--- src/rtl/bias_pwrup_seq.sv ---
// bias_pwrup_seq: power-up sequencer for the bias/bandgap IO cell with bounded retry, loss restart and trim latching
// Ports: CLK_I clock; RST_I async active-high reset; REQ_I level power request; VBIAS_REQ_I VBIAS request;
//        TRIM_*_CFG_I config trims; BG_VALID_N_I async active-low valid; EN_O/BG_STARTUP_O/EN_VBIAS_O/TRIM_*_O
//        drive the cell; READY_O/FAULT_O/LOSS_O status; STATE_O current FSM state
module bias_pwrup_seq #(
  parameter int STARTUP_CYC = 16,
  parameter int SETTLE_CYC  = 64,
  parameter int TIMEOUT_CYC = 256,
  parameter int MAX_RETRY   = 3
) (
  input  logic       CLK_I,
  input  logic       RST_I,
  input  logic       REQ_I,
  input  logic       VBIAS_REQ_I,
  input  logic [3:0] TRIM_BIAS_CFG_I,
  input  logic [4:0] TRIM_CURV_CFG_I,
  input  logic [4:0] TRIM_VBG_CFG_I,
  input  logic       BG_VALID_N_I,
  output logic       EN_O,
  output logic       BG_STARTUP_O,
  output logic       EN_VBIAS_O,
  output logic [3:0] TRIM_BIAS_O,
  output logic [4:0] TRIM_CURV_O,
  output logic [4:0] TRIM_VBG_O,
  output logic       READY_O,
  output logic       FAULT_O,
  output logic       LOSS_O,
  output logic [2:0] STATE_O
);
  localparam int MAX_CYC = (STARTUP_CYC > SETTLE_CYC) ?
                           ((STARTUP_CYC > TIMEOUT_CYC) ? STARTUP_CYC : TIMEOUT_CYC) :
                           ((SETTLE_CYC > TIMEOUT_CYC) ? SETTLE_CYC : TIMEOUT_CYC);
  localparam int CNT_W = $clog2(MAX_CYC) + 1;
  localparam logic [CNT_W-1:0] ST_LAST = CNT_W'(STARTUP_CYC - 1);
  localparam logic [CNT_W-1:0] SE_LAST = CNT_W'(SETTLE_CYC - 1);
  localparam logic [CNT_W-1:0] TO_LAST = CNT_W'(TIMEOUT_CYC - 1);
  localparam logic [2:0] MAX_R = 3'(MAX_RETRY);

  typedef enum logic [2:0] {
    S_OFF = 3'd0, S_STARTUP = 3'd1, S_SETTLE = 3'd2, S_VWAIT = 3'd3, S_READY = 3'd4, S_FAULT = 3'd5
  } state_t;

  state_t           state_q, state_d;
  logic [CNT_W-1:0] cnt_q, cnt_d;
  logic [2:0]       retry_q, retry_d;
  logic [1:0]       sync_q;
  logic [13:0]      trim_q, trim_d;
  logic             en_q, en_d, bgs_q, bgs_d, envb_q, envb_d, ready_q, ready_d;
  logic             fault_q, fault_d, loss_q, loss_d, drop_q, drop_d, loss_ev, vld;

  assign vld = !sync_q[1];

  always_comb begin
    state_d = state_q;
    retry_d = retry_q;
    loss_ev = 1'b0;
    if (!REQ_I) state_d = S_OFF;
    else begin
      case (state_q)
        S_OFF: begin
          state_d = S_STARTUP;
          retry_d = '0;
        end
        S_STARTUP: state_d = (cnt_q == ST_LAST) ? S_SETTLE : S_STARTUP;
        S_SETTLE:  state_d = (cnt_q == SE_LAST) ? S_VWAIT : S_SETTLE;
        S_VWAIT: begin
          // valid takes precedence over a timeout landing in the same cycle
          if (vld) state_d = S_READY;
          else if (cnt_q == TO_LAST) begin
            state_d = (retry_q < MAX_R) ? S_STARTUP : S_FAULT;
            retry_d = (retry_q < MAX_R) ? retry_q + 3'd1 : retry_q;
          end
        end
        S_READY: begin
          // drop_q remembers a low vld last cycle, so only two consecutive lows restart
          if (!vld && drop_q) begin
            state_d = S_STARTUP;
            retry_d = '0;
            loss_ev = 1'b1;
          end
        end
        default: ;
      endcase
    end
    cnt_d   = (state_d != state_q) ? '0 : (&cnt_q ? cnt_q : cnt_q + 1'b1);
    trim_d  = (state_q == S_OFF && REQ_I) ? {TRIM_BIAS_CFG_I, TRIM_CURV_CFG_I, TRIM_VBG_CFG_I} : trim_q;
    en_d    = state_d inside {S_STARTUP, S_SETTLE, S_VWAIT, S_READY};
    bgs_d   = state_d == S_STARTUP;
    envb_d  = (state_d == S_READY) && VBIAS_REQ_I;
    ready_d = state_d == S_READY;
    fault_d = state_d == S_FAULT;
    loss_d  = (state_d == S_OFF) ? 1'b0 : (loss_q | loss_ev);
    drop_d  = (state_d == S_READY) && !vld;
  end

  always_ff @(posedge CLK_I or posedge RST_I) begin
    if (RST_I) begin
      state_q <= S_OFF;
      cnt_q   <= '0;
      retry_q <= '0;
      sync_q  <= 2'b11;
      trim_q  <= '0;
      en_q    <= 1'b0;
      bgs_q   <= 1'b0;
      envb_q  <= 1'b0;
      ready_q <= 1'b0;
      fault_q <= 1'b0;
      loss_q  <= 1'b0;
      drop_q  <= 1'b0;
    end else begin
      state_q <= state_d;
      cnt_q   <= cnt_d;
      retry_q <= retry_d;
      sync_q  <= {sync_q[0], BG_VALID_N_I};
      trim_q  <= trim_d;
      en_q    <= en_d;
      bgs_q   <= bgs_d;
      envb_q  <= envb_d;
      ready_q <= ready_d;
      fault_q <= fault_d;
      loss_q  <= loss_d;
      drop_q  <= drop_d;
    end
  end

  assign EN_O         = en_q;
  assign BG_STARTUP_O = bgs_q;
  assign EN_VBIAS_O   = envb_q;
  assign READY_O      = ready_q;
  assign FAULT_O      = fault_q;
  assign LOSS_O       = loss_q;
  assign STATE_O      = state_q;
  assign {TRIM_BIAS_O, TRIM_CURV_O, TRIM_VBG_O} = trim_q;
endmodule

--- config.mk ---
export PLATFORM = sky130hd
export DESIGN_NAME = bias_pwrup_seq
export DESIGN_NICKNAME = d
export VERILOG_FILES = /design/src/rtl/bias_pwrup_seq.sv
export SDC_FILE = /design/constraint.sdc
export NUM_CORES = 1
export LEC_CHECK = 0
export CAP_MARGIN = 10
export CORE_ASPECT_RATIO = 2
export CORE_MARGIN = 2
export CORE_UTILIZATION = 25
export CTS_BUF_LIST = sky130_fd_sc_hd__clkbuf_8
export CTS_CLUSTER_SIZE = 16
export DETAILED_ROUTE_END_ITERATION = 8
export PLACE_DENSITY_LB_ADDON = 0.12
export SYNTH_ARGS = -nofsm -noshare
export SYNTH_HDL_FRONTEND = slang
export SYNTH_SLANG_ARGS = --single-unit
--- constraint.sdc ---
create_clock -name CLK_I -period 1.85 [get_ports CLK_I]
set_input_delay 0.555 -clock CLK_I [delete_from_list [all_inputs] [get_ports CLK_I]]
set_output_delay 0.555 -clock CLK_I [all_outputs]
set_load 0.02 [all_outputs]
==> out/summary.log <==
INFO  status         status=complete, but fails checks
INFO  status         violated_checks=negative setup slack
INFO  global_routing overflow_left_after_global_routing=0
INFO  final_layout   num_antenna_cells=0
INFO  final_layout   fin_nets=277
INFO  final_layout   drive_gt1_share=45.5%
INFO  synthesis      synthesis.instances=165
INFO  sta            final_hold_viol_count=0
INFO  routing        route.detailed.vias_per_inst=4.81
INFO  routing        detail_route.wirelength.met1=1890microns
INFO  setup_path     r2r.worst_path.cells=4
INFO  global_routing grt_max_degree=25
INFO  global_routing grt_pass1_vias=1,868
INFO  setup_path     cp_data_required_time=2.05ns
INFO  floorplan      fp-row-count=45
INFO  synthesis      async_flop_share=100%
INFO  sta            skew=0.00918ns
INFO  setup_path     critical_path.slowest_cell=sky130_fd_sc_hd__dfrtp_2
INFO  setup_path     type_of_element_launching_the_critical_path=flip-flop
INFO  synthesis      post_synth_instance_area=1930squm
INFO  global_routing grt_antenna_before_repair=0
INFO  routing        ant_nets=0
INFO  floorplan      die_w=66.1microns
INFO  sta            setup_ws=-0.0523ns
INFO  setup_path     worstPathMaxFanout=12
INFO  synthesis      ys_dominant_reg_cell=sky130_fd_sc_hd__dfrtp_1
INFO  clocking       clk_transition_reported_paths=0.08ns
INFO  setup_path     worst-endpoint-arrival=2.10ns
INFO  clocking       insertion_delay=0.30ns
INFO  synthesis      synth.top_cell.area_share=46.7%
INFO  worst_hold_path worstHoldPathType=flip-flop to flip-flop
INFO  worst_hold_path hold_path_startpoint=sync_q[0]
INFO  routing        first_pass_iters=4
INFO  placement      io_buffer_count=41
INFO  sta            timing.final.max_slew_violations=0
INFO  synthesis      yosysUniqueCellTypes=48
INFO  worst_hold_path timing.hold.worst_path_depth=0
INFO  sta            tightest_slew=0.442ns
INFO  synthesis      synth.avg_cell_area=11.7squm
INFO  setup_path     reg2reg_from=STATE_O[2]
INFO  routing        average_wire_per_cell_in_the_routed_design=16.8microns
INFO  setup_path     worst-setup-path-type=flip-flop to flip-flop
INFO  placement      gp_weighted_congestion=0.772
INFO  floorplan      initial_core_util=25.6%
INFO  synthesis      synth.net_count=188
INFO  floorplan      core_area=7540squm
INFO  sta            final_period_minus_worst_setup_slack=1.90ns
INFO  floorplan      die_footprint=8470squm
INFO  sta            max_slew_margin=70.3%
INFO  clocking       htree_levels=2
INFO  global_routing global_route_wire_length_before_repair=9310microns
INFO  synthesis      synth_area_leaders=sky130_fd_sc_hd__dfrtp_1 47%, sky130_fd_sc_hd__mux2_2 8.2%, sky130_fd_sc_hd__a2111oi_2 4.7%
INFO  clocking       cts-buffers-inserted=5
INFO  setup_path     worst_r2r_endpoint=cnt_q[3]
INFO  clocking       clockRootBuffer=sky130_fd_sc_hd__clkbuf_8
INFO  power          p_leak=0.00144uW
INFO  synthesis      synthDominantAreaCellType=sky130_fd_sc_hd__dfrtp_1
INFO  run            cap_violations=0
INFO  sta            finalSetupViolCount=11
INFO  worst_hold_path worstHoldEndpoint=sync_q[1]
INFO  placement      detailedPlace.worstSlack=-0.250ns
INFO  routing        drc=0
INFO  routing        drtIter0Drc=31
INFO  routing        met2WireLength=3570microns
INFO  synthesis      synth.ff_latch_count=38
INFO  setup_path     crit_path_end_kind=flip-flop
INFO  global_routing overall_track_demand_over_capacity_in_global_routing=14.9%
INFO  synthesis      synth-warning-count=0
INFO  final_layout   area_growth_syn_to_layout=73.8%
INFO  clocking       cts_tree=yes
INFO  routing        topRoutingLayerUsed=met4
INFO  setup_path     reg2reg_setup_slack=-0.05ns
INFO  clocking       cts_hold_repair.buffers=0
INFO  power          pwr_density_cell=776nW/um^2
INFO  clocking       cts.path.max_buffers=2
INFO  routing        wl_met3=177microns
INFO  routing        vias=1,680
INFO  sta            clock.fmax=0.526GHz
INFO  floorplan      ioPinCount=42
INFO  power          peakVddDrop=0.575mV
INFO  setup_path     path_cells=or3b_1 > a21o_1 > and4_4 > a2111oi_4
INFO  floorplan      die-height=128microns
INFO  synthesis      synth_seq_area_share=49.4%
INFO  setup_path     timing.critical_path.slowest_cell_delay=0.50ns
INFO  routing        wl=5860microns
INFO  final_layout   final_util=44.4%
INFO  clocking       cts_num_sinks=38
INFO  final_layout   fill_cells=737
INFO  sta            post-route-period-util=103%
INFO  placement      dp_hpwl=4190microns
INFO  synthesis      synth_enable_flop_cells=0
INFO  sta            rsz_0062_raised_after_global_routing=true
INFO  power          power.total=2600uW
-- where the power goes --
group / leakage (uW) / internal, uW / switching (uW) / total, uW
sequential: 0.000476 / 919 / 53.7 / 973
combinational: 0.000894 / 401 / 345 / 746
clock: 0.0000714 / 575 / 308 / 883
-- timing repair --
action / 4_1_cts / 5_1_grt
gates resized for setup: 41 / 30
endpoints found under the setup margin: 23 / 28
buffers inserted: 9 / 1
pin swaps: 17 / 7
cloned: 2 / 0
-- state kept, by name, indices dropped and copies added, names as in the netlist --
| name | flops |
|---|---|
| LOSS_O | 1 |
| STATE_O | 3 |
| cnt_q | 9 |
| retry_q | 3 |
| FAULT_O | 1 |
| sync_q | 2 |
| BG_STARTUP_O | 1 |
| READY_O | 1 |
| EN_O | 1 |
| drop_q | 1 |
| trim_q | 14 |
| EN_VBIAS_O | 1 |
-- area by class of cell --
| type | instances | area, sq um | area share (%) |
|---|---|---|---|
| Clock inverter | 2 | 60.1 | 1.79 |
| Multi-Input combinational cell | 113 | 1240 | 37.0 |
| Tap cell | 94 | 118 | 3.51 |
| Inverter | 8 | 30.0 | 0.896 |
| Timing Repair Buffer | 88 | 866 | 25.8 |
| Clock buffer | 6 | 82.6 | 2.46 |
| Sequential cell | 38 | 957 | 28.6 |
-- worst max-delay path by stage --
stage / slack [ns] / start / cells after the start / to
5_1_grt: -0.12 / cnt_q[0] / 9 / cnt_q[2]
2_1_floorplan: 0.02 / cnt_q[0] / 9 / cnt_q[3]
6_report: -0.05 / STATE_O[2] / 4 / cnt_q[3]
3_3_place_gp: -0.25 / cnt_q[0] / 8 / BG_STARTUP_O
3_5_place_dp: -0.25 / cnt_q[0] / 8 / EN_VBIAS_O
4_1_cts: -0.05 / cnt_q[0] / 9 / cnt_q[1]
-- metrics by stage --
stage	instances	TNS (ns)	cell area [sq um]	hold slack [ns]
floorplan	165	0	1950	0.345
CTS	349	-0.286	3220	0.363
global route	349	-1.42	3350	0.371
finish	349	-0.270	3350	0.361
detailed placement	332	-6.35	2770	0.351
global placement	332	-5.75	2770	0.348
-- critical path, delay by kind of cell, from the launching register on --
kind               cells  cell delay [ns]
AOI/OAI and AO/OA      2             0.55
DFF                    1             0.50
and+or+nand+nor        2             0.74
-- layer usage --
metal  GRT usage [%]  vias to the layer above
li1                -                      790
met5               0                        -
met3            2.19                       14
met2            30.0                       39
met4            8.16                        0
met1            13.1                      837
-- Yosys cell counts, drive strengths merged (3+ instances only) --
cell,count
a21oi,5
xnor2,3
nand2,10
a31oi,4
inv,8
nor2,10
dfrtp,36
a2111oi,6
xor2,4
o21ai,3
ha,4
nor3,7
nor2b,3
nor4b,3
buf,6
nor3b,3
nand4,3
mux2,14
-- kinds of logic (layout without fill, tap and decap cells) --
| kind of cell | count (synthesis) | count (layout) | synth area share (%) |
|---|---|---|---|
| AO/OA/AOI/OAI | 32 | 32 | 15.1 |
| XOR/XNOR | 7 | 7 | 3.18 |
| adder cells (fa/ha/maj) | 4 | 4 | 2.60 |
| buffers and inverters | 15 | 104 | 3.63 |
| flip-flops | 38 | 38 | 49.4 |
| multiplexers | 15 | 15 | 8.70 |
| AND/OR/NAND/NOR | 54 | 55 | 17.4 |
-- placed cells by master, fill, tap and decap left out, types with 3 or more instances in the layout --
| cell type | n |
|---|---|
| sky130_fd_sc_hd__xor2_1 | 3 |
| sky130_fd_sc_hd__a2111oi_4 | 6 |
| sky130_fd_sc_hd__dlymetal6s2s_1 | 10 |
| sky130_fd_sc_hd__buf_4 | 38 |
| sky130_fd_sc_hd__a21oi_1 | 5 |
| sky130_fd_sc_hd__nand2_1 | 8 |
| sky130_fd_sc_hd__dfrtp_2 | 3 |
| sky130_fd_sc_hd__nor3_2 | 3 |
| sky130_fd_sc_hd__dfrtp_1 | 33 |
| sky130_fd_sc_hd__buf_6 | 4 |
| sky130_fd_sc_hd__mux2_2 | 14 |
| sky130_fd_sc_hd__nand4_1 | 3 |
| sky130_fd_sc_hd__a31oi_1 | 3 |
| sky130_fd_sc_hd__inv_1 | 8 |
| sky130_fd_sc_hd__clkdlybuf4s50_1 | 27 |
| sky130_fd_sc_hd__clkbuf_8 | 6 |
| sky130_fd_sc_hd__dlygate4sd2_1 | 4 |
| sky130_fd_sc_hd__nor2_1 | 9 |
| sky130_fd_sc_hd__buf_12 | 4 |
(Power assumes the default switching activity.)
